## src/rtl/fpu_mul_issuer.sv

```systemverilog
// Issues one operand pair at a time to a strobe-based FP multiplier, waits for the
// product (or a timeout that yields qNaN) and hands it downstream over valid/ready.
module fpu_mul_issuer #(
  parameter int STB_HOLD = 4,
  parameter int TIMEOUT  = 255
) (
  input  logic        clk,
  input  logic        rst,
  input  logic [31:0] in_a,
  input  logic [31:0] in_b,
  input  logic        in_valid,
  output logic        in_ready,
  output logic [31:0] mul_a,
  output logic [31:0] mul_b,
  output logic        mul_a_stb,
  output logic        mul_b_stb,
  input  logic [31:0] mul_z,
  input  logic        mul_z_stb,
  output logic [31:0] out_z,
  output logic        out_valid,
  input  logic        out_ready,
  output logic        busy,
  output logic        timeout_err,
  output logic [15:0] issue_count,
  output logic [1:0]  dbg_state
);
  // Handshakes: a transfer happens on a rising clk edge where valid and ready are both
  // high; the valid side holds its data stable until that edge, ready may change freely.

  typedef enum logic [1:0] {IDLE, ISSUE, WAIT, OUTPUT} state_t;

  localparam logic [31:0] QNAN = 32'h7FC0_0000;

  state_t      state, state_nx;
  logic [3:0]  stb_cnt;
  logic [9:0]  wait_cnt;
  logic        z_prev;
  logic        run_q;
  logic        in_flight;
  logic        accept;
  logic        z_edge;
  logic        capture;
  logic        expire;

  assign in_flight = (state == ISSUE) || (state == WAIT);
  assign in_ready  = run_q && (state == IDLE);
  assign accept    = in_valid && in_ready;
  // Only a low-to-high transition counts, so a strobe left high from before acceptance
  // is ignored until it has been seen low.
  assign z_edge    = mul_z_stb && !z_prev;
  assign capture   = z_edge && in_flight;
  assign expire    = in_flight && (wait_cnt >= 10'(TIMEOUT - 1));

  assign mul_a_stb = (state == ISSUE);
  assign mul_b_stb = mul_a_stb;
  assign out_valid = (state == OUTPUT);
  assign busy      = (state != IDLE);
  assign dbg_state = state;

  always_comb begin
    state_nx = state;
    case (state)
      IDLE:    if (accept) state_nx = ISSUE;
      ISSUE: begin
        if (capture || expire)                state_nx = OUTPUT;
        else if (stb_cnt == 4'(STB_HOLD - 1)) state_nx = WAIT;
      end
      WAIT:    if (capture || expire) state_nx = OUTPUT;
      OUTPUT:  if (out_ready) state_nx = IDLE;
      default: state_nx = IDLE;
    endcase
  end

  always_ff @(posedge clk or negedge rst) begin
    if (!rst) begin
      state  <= IDLE;
      run_q  <= 1'b0;
      z_prev <= 1'b0;
    end else begin
      state  <= state_nx;
      run_q  <= 1'b1;
      z_prev <= mul_z_stb;
    end
  end

  // Cycle counters: stb_cnt times the strobe window, wait_cnt runs from entry to ISSUE.
  always_ff @(posedge clk or negedge rst) begin
    if (!rst) begin
      stb_cnt  <= '0;
      wait_cnt <= '0;
    end else if (accept) begin
      stb_cnt  <= '0;
      wait_cnt <= '0;
    end else begin
      if (state == ISSUE) stb_cnt <= stb_cnt + 4'd1;
      if (in_flight)      wait_cnt <= wait_cnt + 10'd1;
    end
  end

  always_ff @(posedge clk or negedge rst) begin
    if (!rst) begin
      mul_a       <= '0;
      mul_b       <= '0;
      issue_count <= '0;
    end else if (accept) begin
      mul_a       <= in_a;
      mul_b       <= in_b;
      issue_count <= issue_count + 16'd1;
    end
  end

  // A product arriving on the timeout cycle takes priority over the qNaN fallback.
  always_ff @(posedge clk or negedge rst) begin
    if (!rst) begin
      out_z       <= '0;
      timeout_err <= 1'b0;
    end else if (capture) begin
      out_z <= mul_z;
    end else if (expire) begin
      out_z       <= QNAN;
      timeout_err <= 1'b1;
    end
  end

endmodule
```

## config.mk

```make
export PLATFORM = sky130hd
export DESIGN_NAME = fpu_mul_issuer
export DESIGN_NICKNAME = d
export VERILOG_FILES = /design/src/rtl/fpu_mul_issuer.sv
export SDC_FILE = /design/constraint.sdc
export NUM_CORES = 1
export LEC_CHECK = 0
export ABC_AREA = 1
export BUFFER_PORTS_ARGS = -buffer_cell sky130_fd_sc_hd__buf_2
export CAP_MARGIN = 5
export CORE_MARGIN = 2
export CORE_UTILIZATION = 48
export DETAILED_ROUTE_END_ITERATION = 10
export PLACE_DENSITY = 0.91
export SYNTH_ARGS = -nofsm -noshare
export SYNTH_HDL_FRONTEND = slang
export SYNTH_SLANG_ARGS = --single-unit
```

## constraint.sdc

```tcl
create_clock -name clk -period 2 [get_ports clk]
set_input_delay 0.2 -clock clk [delete_from_list [all_inputs] [get_ports clk]]
set_output_delay 0.2 -clock clk [all_outputs]
set_load 0.03 [all_outputs]
```

# After elaboration in Yosys (flattened, before gate mapping)
# Cells that the tools add are included.
# totals
wordCells	50
register_bits	131
inputBits	101
# classes
mux	12
bitwise	1
n_addsub	3
reduce_logical	15
eq_ne	8
order_cmp	1
# op_table
op	n
32-bit 2-to-1 mux	2
10-bit 2-to-1 mux	2
16-bit by 1-bit adder with 16-bit output, second input constant	1
10-bit by 1-bit adder with 10-bit output, second input constant	1
10-bit by 8-bit greater-or-equal comparator with 1-bit output, second input constant	1
2-bit 2-to-1 mux	5
4-bit 2-to-1 mux	2
2-bit case mux with 4 select lines	1
2-bit nonzero test	4
1-bit logical AND	5
4-bit by 1-bit adder with 4-bit output, second input constant	1
2-bit == test, second input constant	2
4-bit by 2-bit == test with 1-bit output, second input constant	1
2-bit by 1-bit != test with 1-bit output, second input constant	2
4-bit AND reduction	1
3-bit by 1-bit != test with 1-bit output, second input constant	1
2-bit by 1-bit == test with 1-bit output, second input constant	1
2-bit logical NOT	1
1-bit logical OR	2
2-bit != test, second input constant	1
2-bit AND reduction	1
1-bit logical NOT	1
1-bit inverter	1

# Logic depth before layout (Yosys ltp)
# Gate-level depths: netlist of the first run.
# depth
ltp_word	6
mapped_depth	12
mapped_depth_nobuf	12

# Worst setup path before layout of the first run
# No wires, ideal clock.
# synth_timing
path_type	register to register
startpoint	register state[0], in the netlist dbg_state[0]
endpoint	register issue_count[13]
arrival_ps	1763
path_buffers	1
path_slack_ps	114
stages_incl_launch_ff	12
cell_sequence	dfrtp_1 inv_1 ha_1 nand2_1 inv_2 nand2_2 buf_6 nor2_8 nand2_4 nor2_4 nand3b_1 xor2_1
# synth_via
elab_chain_len	3
# synth_lines
item	line_no	rtl
start: declaration	34	state_t state, state_nx;
start signal: assignment	80	state <= state_nx;
2-bit logical NOT	46	assign in_ready = run_q && (state == IDLE);
1-bit logical AND	46	
via in_ready	12	output logic in_ready,
1-bit logical AND	47	assign accept = in_valid && in_ready;
end signal: assignment	108	issue_count <= issue_count + 16'd1;
end: declaration	24	output logic [15:0] issue_count,
# The timed path passes the listed nets, and every way through them passes these cells.
# A chain may end at the register's enable or synchronous reset.

# Final worst setup path of the first run
# layout_timing
startpoint	register state[1], in the netlist dbg_state[1]
endpoint	output mul_a_stb
# layout_via
elab_chain_len	1
# layout_lines
item	line_no	rtl
2-bit by 1-bit == test with 1-bit output	54	assign mul_a_stb = (state == ISSUE);
end: declaration	15	output logic mul_a_stb,
# Every way passes these cells.

==> results by group, run 1 <==
Outcome
  • Status: finished clean

Detailed routing
  • Antenna-violating nets left: 0
  • First DRT Iteration DRCs: roughly 400
  • Drt drc: 0
  • Vias/cell: 4.95
  • Final Routed Wirelength: 15700 um
  • TritonRoute pass-1 iters: 5
  • Via count: 5229
  • Wire per inst: 14.8 um

Clock network
  • Clock Path Buffers: 2
  • H-tree levels: 4
  • Postcts setup bufs: 0
  • CTS buffer count: 17
  • Clock Tree Root: clkbuf_16
  • CTS tree: yes
  • Clk sinks: 131
  • Clock-pin slew on the worst setup and hold paths: about 60 ps
  • Skew-Pair Late Insertion Delay: 400 ps

STA
  • Setup repair after global routing missed its margin: false
  • Worst hold slack: 14.9 ps
  • Max Slew Vio Count: 0
  • Setup_tns: 0 ps
  • Tcrit/Tclk final: 0.953
  • Final Hold Viols: 0
  • Final WS setup: approximately 93 ps
  • Final Critical Period: about 1900 ps
  • Clock Skew: 13.8 ps
  • Fmax: 524 MHz
  • Setup violations, final: 0
  • Max_slew headroom: 0.661
  • Worst-Margin Slew: just over 500 ps

Floorplan
  • Core Area: 0.0113 mm2
  • Die area: 0.0123 mm2
  • Die extent in x: 111 um
  • I/O Pins: 221
  • Initial core utilization: 0.486
  • Die height: 111 um
  • Num rows: 39

GRT
  • Initial antenna violation count: 0
  • Gr usage total: 0.263
  • First-pass GRT wire length: ~26000 um
  • Largest net degree at the start of global routing: 51
  • Met2 Track Usage GR: 0.447
  • Total gr overflow: 0
  • Met3 usage: 0.0547
  • Vias in the first global route: 5445
  • Gr busiest metal: met2
  • Met1 GRT Util: 0.313

Logic synthesis
  • Syn Inst Count: about 600
  • Synth warnings: 0
  • Seq/Total Area, Yosys: 0.596
  • Distinct cell type count after synthesis: 34
  • Mapped Avg Cell Area: between 9 and 10 um2
  • Mapped Nets: 713
  • Yosys reg bits: 131
  • Synth Cell Area: ~0.0055 mm2

Worst hold path
  • Hold depth: 3
  • Min-delay worst type: input pin to flop
  • End of the worst hold path: mul_a[28]$_DFFE_PN0P_
  • HP Start: in_a[28]

Placement
  • Worst slack, placed: 109 ps
  • # port buffers: 220
  • Gpl congestion: between 0.8 and 0.9
  • HPWL Detailed: approximately 9500 um

Power
  • Combinational Power Share: 0.415
  • Sw frac: 0.424
  • Internal Pwr Total: between 0.007 and 0.008 W
  • Sw Pwr: 0.00560 W
  • Sequential Power Share: 0.328
  • Static leakage: 4.60 nW
  • VDD IR max: 0.00109 V
  • Clock power frac: 0.257
  • Power Density: 1610 mW/mm2

Finish
  • Layout cells sized above 1: 0.312
  • # fillers: 749
  • Antenna diode count: 0
  • Multi-input combinational cell area: about 0.002 mm2
  • Nets: 1011
  • Reg area: ~0.0033 mm2
  • Area Overhead vs Synth: 48.7%

Setup path
  • Reg2Reg Depth: 8
  • Critical path class: flop to output pin
  • Reg2reg setup slack: 120 ps
  • CP required: around 1800 ps
  • Reg-to-Reg End: dbg_state[1]$_DFFE_PN0P_
  • R2R Path Start: dbg_state[1]$_DFFE_PN0P_
  • Startpoint types: flop
  • CP endpoint kind: output pin
  • Critical path peak fanout: 9
  • Crit path DAT: 1710 ps

Job
  • Max_cap viols: 0
layer usage:
layer  vias to the layer above  routed length, um
li1                       2476                  -
met1                      2461               6080
met2                       238               8020
met3                        54                902
met4                         0                671
met5                         -                  0
power groups by stage:
stage	registers [W]	logic, W	clock network, W
after floorplan	0.00612	0.00178	0
after CTS	0.00430	0.00540	0.00343
after global placement	0.00429	0.00514	0
final	0.00433	0.00548	0.00338
after global routing	0.00444	0.00591	0.00356
after detailed placement	0.00429	0.00528	0
worst max-delay path, stage by stage (launching register included):
cell	delay [ps]
dfrtp_1	430
inv_1	170
ha_1	430
buf_2	280
registers in the layout (all words and copies together) (netlist names):
signal       count
mul_a           32
mul_b           32
issue_count     16
z_prev           1
timeout_err      1
run_q            1
stb_cnt          4
wait_cnt        10
dbg_state        2
out_z           32
synthesized netlist by cell type:
cell type	instances	area share
inv_2	2	0.0014
buf_4	2	0.0027
o211ai_1	1	0.0014
inv_1	32	0.022
nor2_8	1	0.0036
o21ai_0	9	0.0082
nand3_1	29	0.026
nand3b_1	2	0.0027
nor3_1	8	0.0073
dfrtp_1	131	0.60
buf_2	16	0.015
ha_1	9	0.020
nor2_1	16	0.011
nand2_1	277	0.19
nand2_4	3	0.0061
xor2_1	10	0.016
a22oi_1	1	0.0014
nor3_2	3	0.0055
o21ai_1	1	0.00091
o22a_1	9	0.014
nor2_2	3	0.0034
conb_1	1	0.00068
buf_6	1	0.0020
nand2_2	2	0.0023
nand4_1	2	0.0023
xnor2_1	5	0.0080
nand3_2	3	0.0055
nor3_4	1	0.0030
a31oi_1	1	0.0011
a21oi_1	8	0.0073
o21bai_1	2	0.0027
nor2_4	1	0.0020
clkbuf_1	7	0.0048
and3_1	4	0.0045
what timing repair did:
item                       in CTS  in global routing
resized for setup               0                  4
hold buffers                   71                  0
setup endpoints to repair       0                 10
hold endpoints to repair      104                  0
through the flow:
step / cell area [um2] / instances / power, W / util
2_1_floorplan: 5500 / 603 / 0.00790 / -
3_3_place_gp: 6790 / 954 / 0.00943 / 0.600
3_5_place_dp: 6790 / 954 / 0.00957 / 0.600
4_1_cts: 8160 / 1057 / 0.0131 / 0.721
5_1_grt: 8180 / 1057 / 0.0139 / 0.723
6_report: 8180 / 1057 / 0.0132 / 0.723
cell usage in the layout, fill, tap and decap left out, drive strengths merged, types with 3 or more instances in the layout:
| master | Yosys | layout |
|---|---|---|
| a21oi | 8 | 8 |
| and3 | 4 | 4 |
| buf | 19 | 234 |
| bufinv | 0 | 4 |
| clkbuf | 7 | 22 |
| clkinv | 0 | 3 |
| dfrtp | 131 | 131 |
| dlygate4sd3 | 0 | 71 |
| ha | 9 | 9 |
| inv | 34 | 35 |
| nand2 | 282 | 282 |
| nand3 | 32 | 32 |
| nor2 | 21 | 21 |
| nor3 | 12 | 12 |
| o21ai | 10 | 10 |
| o22a | 9 | 9 |
| xnor2 | 5 | 5 |
| xor2 | 10 | 10 |
worst max path at each step:
stage                                   from                     endpoint
global route        dbg_state[1]$_DFFE_PN0P_      wait_cnt[6]$_DFFE_PN0P_
detailed placement  dbg_state[1]$_DFFE_PN0P_      wait_cnt[7]$_DFFE_PN0P_
floorplan           dbg_state[0]$_DFFE_PN0P_  issue_count[13]$_DFFE_PN0P_
CTS                 dbg_state[1]$_DFFE_PN0P_      wait_cnt[7]$_DFFE_PN0P_
global placement    dbg_state[1]$_DFFE_PN0P_     dbg_state[0]$_DFFE_PN0P_
finish              dbg_state[1]$_DFFE_PN0P_                    mul_a_stb
cell families after synthesis:
family | share of synthesized area
AND/OR/NAND/NOR | 0.275
other | 0.000682
flip-flops | 0.596
buffers and inverters | 0.0473
adder cells (fa/ha/maj) | 0.0205
XOR/XNOR | 0.0239
AO/OA/AOI/OAI | 0.0373
cell type report:
class / count / share of cell area
clock buffers: 22 / 0.0592
clock inverters: 10 / 0.0208
inverters: 34 / 0.0156
multi-input cells: 412 / 0.242
flip-flops and latches: 131 / 0.401
well taps: 143 / 0.0219
repair buffers: 305 / 0.240
Power figures use the tool's default switching activity.
==> run 2, diff against run 1 <==
--- a/config.mk
+++ b/config.mk
@@ -8,10 +8,12 @@
 export ABC_AREA = 1
 export BUFFER_PORTS_ARGS = -buffer_cell sky130_fd_sc_hd__buf_2
 export CAP_MARGIN = 5
+export CELL_PAD_IN_SITES_DETAIL_PLACEMENT = 1
+export CELL_PAD_IN_SITES_GLOBAL_PLACEMENT = 2
 export CORE_MARGIN = 2
-export CORE_UTILIZATION = 48
+export CORE_UTILIZATION = 27
 export DETAILED_ROUTE_END_ITERATION = 10
-export PLACE_DENSITY = 0.91
+export PLACE_DENSITY = 0.9
 export SYNTH_ARGS = -nofsm -noshare
 export SYNTH_HDL_FRONTEND = slang
 export SYNTH_SLANG_ARGS = --single-unit
==> run 2 against run 1 <==
Compared with the run above: die area up 75%; hold slack better by 7.3 ps; fmax up 7.6%; cell count up 14%; combinational power up 0.9%.
==> results by group, run 2 (synthesis results as in run 1) <==
Placement
  • # port buffers: 220 (unchanged)
  • Gpl congestion: 0.731 (-13%)
  • Worst slack, placed: 115 ps (+5.47 ps)
  • HPWL Detailed: 11400 um (+20%)
  • Placement Cell Area: 0.00696 mm2 (+2.5%)

Finish
  • Final Core Density: 0.420 (-0.303)
  • Layout cells sized above 1: 0.304 (-0.00752)
  • Area Overhead vs Synth: 53.4%
  • Antenna diode count: 0 (unchanged)
  • Commonest non-fill, non-tap cell in the layout: nand2_1
  • Biggest regs: mul_a x32, mul_b x32, out_z x32
  • Cell area after layout: 0.00844 mm2 (+3.1%)
  • Nets: 1028 (+1.7%)
  • Most frequent cells in the layout: nand2_1 (277), buf_2 (219), dfrtp_1 (131)

Detailed routing
  • Wire per inst: 14.6 um (-1.5%)
  • Via count: 5184 (-0.86%)
  • Drt drc: 0 (unchanged)
  • TritonRoute pass-1 iters: 4 (-1)
  • First DRT Iteration DRCs: 203 (-49%)
  • Vias/cell: 4.32 (-13%)
  • Antenna-violating nets left: 0 (unchanged)
  • Final Routed Wirelength: 17500 um (+12%)

GRT
  • Largest net degree at the start of global routing: 56 (+9.8%)
  • Vias in the first global route: 5645 (+3.7%)
  • First-pass GRT wire length: 29100 um (+12%)
  • Initial antenna violation count: 0 (unchanged)
  • Total gr overflow: 0 (unchanged)
  • Gr usage total: 0.169 (-0.0944)

Power
  • Sw frac: 0.439 (+0.0149)
  • Sw Pwr: 0.00566 W (+1.2%)
  • Static leakage: 4.63 nW (+0.65%)
  • Pwr Total: 0.0129 W (-2.3%)
  • Internal Pwr Total: 0.00723 W (-4.8%)
  • Combinational Power Share: 0.429 (+0.014)
  • Sequential Power Share: 0.334 (+0.006)
  • Clock power frac: 0.237 (-0.020)
  • VDD IR max: 0.000656 V (-40%)
  • Power Density: 1530 mW/mm2 (-5.2%)

Worst hold path
  • Hold depth: 3 (unchanged)
  • HP Start: mul_z[14]
  • End of the worst hold path: out_z[14]$_DFFE_PN0P_
  • Min-delay worst type: input pin to flop

Outcome
  • Status: finished clean

Job
  • Max_cap viols: 0 (unchanged)

Setup path
  • Critical path peak fanout: 19 (+10)
  • Critical path class: flop to flop
  • CP required: 2310 ps (+510 ps)
  • CP endpoint kind: flop
  • Slowest stage delay, CP: 380 ps (-50 ps)
  • Reg-to-Reg End: issue_count[10]$_DFFE_PN0P_
  • Reg2reg setup slack: 230 ps (+110 ps)
  • CP cell instances: inv_1, ha_1, nand2_1, inv_2, nand2_8, nor2_4, nand3_2, nor3_2, nand2_1, nand2_1, nand2_1
  • Cell mode on critical path: nand2_1
  • Crit path DAT: 2080 ps (+370 ps)
  • R2R Path Start: dbg_state[1]$_DFFE_PN0P_
  • Startpoint types: flop
  • Slowest CP cell: dfrtp_1
  • Reg2Reg Depth: 11 (+3)

STA
  • Clock Skew: 9.19 ps (-4.56 ps)
  • Fmax: 564 MHz (+7.6%)
  • Setup violations, final: 0 (unchanged)
  • Setup repair after global routing missed its margin: false
  • Final Hold Viols: 0 (unchanged)
  • Tcrit/Tclk final: 0.886 (-0.0676)
  • Final WS setup: 228 ps (+135 ps)
  • Max_slew headroom: 0.617 (-0.0432)
  • Final Critical Period: 1770 ps (-135 ps)
  • Max Slew Vio Count: 0 (unchanged)
  • Setup_tns: 0 ps (unchanged)
  • Worst-Margin Slew: 574 ps (+64.8 ps)

Floorplan
  • Die extent in x: 147 um (+32%)
  • Die height: 147 um (+32%)
  • Core Area: 0.0201 mm2 (+78%)
  • Initial core utilization: 0.274 (-0.212)
  • I/O Pins: 221 (unchanged)
  • Num rows: 52 (+33%)
  • Die area: 0.0215 mm2 (+75%)

Clock network
  • Clock Tree Root: clkbuf_16
  • H-tree levels: 4 (unchanged)
  • Postcts setup bufs: 0 (unchanged)
  • CTS buffer count: 17 (unchanged)
  • Clock Path Buffers: 2 (unchanged)
  • Clock-pin slew on the worst setup and hold paths: 60 ps (about the same)
  • Clk sinks: 131 (unchanged)
  • CTS tree: yes
  • Skew-Pair Late Insertion Delay: 410 ps (about the same)
## run 2: repair_timing
item                                    in CTS  in global routing
endpoints found under the setup margin       0                  6
hold buffers                                88                  0
endpoints found under the hold margin      138                  0
resized for setup                            0                  5
## run 2: critical path, delay by kind of cell (launching register included)
| kind | cells | cell delay (ps) |
|---|---|---|
| adder cells (fa/ha/maj) | 1 | 220 |
| buffers and inverters | 2 | 220 |
| flip-flops | 1 | 380 |
| AND/OR/NAND/NOR | 8 | 850 |
## run 2: how the worst max path moves through the flow
stage,depth (start not counted),endpoint,start
2_1_floorplan,11,issue_count[13]$_DFFE_PN0P_,dbg_state[0]$_DFFE_PN0P_
3_3_place_gp,8,wait_cnt[7]$_DFFE_PN0P_,dbg_state[0]$_DFFE_PN0P_
3_5_place_dp,8,wait_cnt[4]$_DFFE_PN0P_,dbg_state[1]$_DFFE_PN0P_
4_1_cts,8,wait_cnt[4]$_DFFE_PN0P_,dbg_state[1]$_DFFE_PN0P_
5_1_grt,10,wait_cnt[9]$_DFFE_PN0P_,dbg_state[1]$_DFFE_PN0P_
6_report,11,issue_count[10]$_DFFE_PN0P_,dbg_state[1]$_DFFE_PN0P_
## run 2: layout make-up
type / instances / area [um2]
well taps: 270 / 338
fillers: 2371 / 11700
clock buffers: 19 / 443
inverters: 34 / 130
flip-flops and latches: 131 / 3280
clock inverters: 12 / 133
multi-input cells: 412 / 1980
repair buffers: 322 / 2130
## run 2: stage by stage
step                hold slack, ps  instances
finish                        22.2       1200
detailed placement             203       1081
CTS                           1.85       1200
global placement               210       1081
global route                  6.73       1200
floorplan                    -95.6        603
## run 2: power by group through the flow
| stage | Sequential, W | Clock [W] | Combinational (W) |
|---|---|---|---|
| final | 0.00430 | 0.00306 | 0.00553 |
| after global routing | 0.00444 | 0.00329 | 0.00602 |
| after CTS | 0.00429 | 0.00316 | 0.00553 |
| after detailed placement | 0.00431 | 0 | 0.00539 |
| after global placement | 0.00428 | 0 | 0.00528 |
| after floorplan | 0.00612 | 0 | 0.00178 |
## run 2: layer usage
layer	routed length, um	part of all wire	global-route usage
met1	7210	0.41	0.200
met2	8940	0.51	0.295
met3	875	0.050	0.0419
met4	489	0.028	0.0670
met5	0	0	0
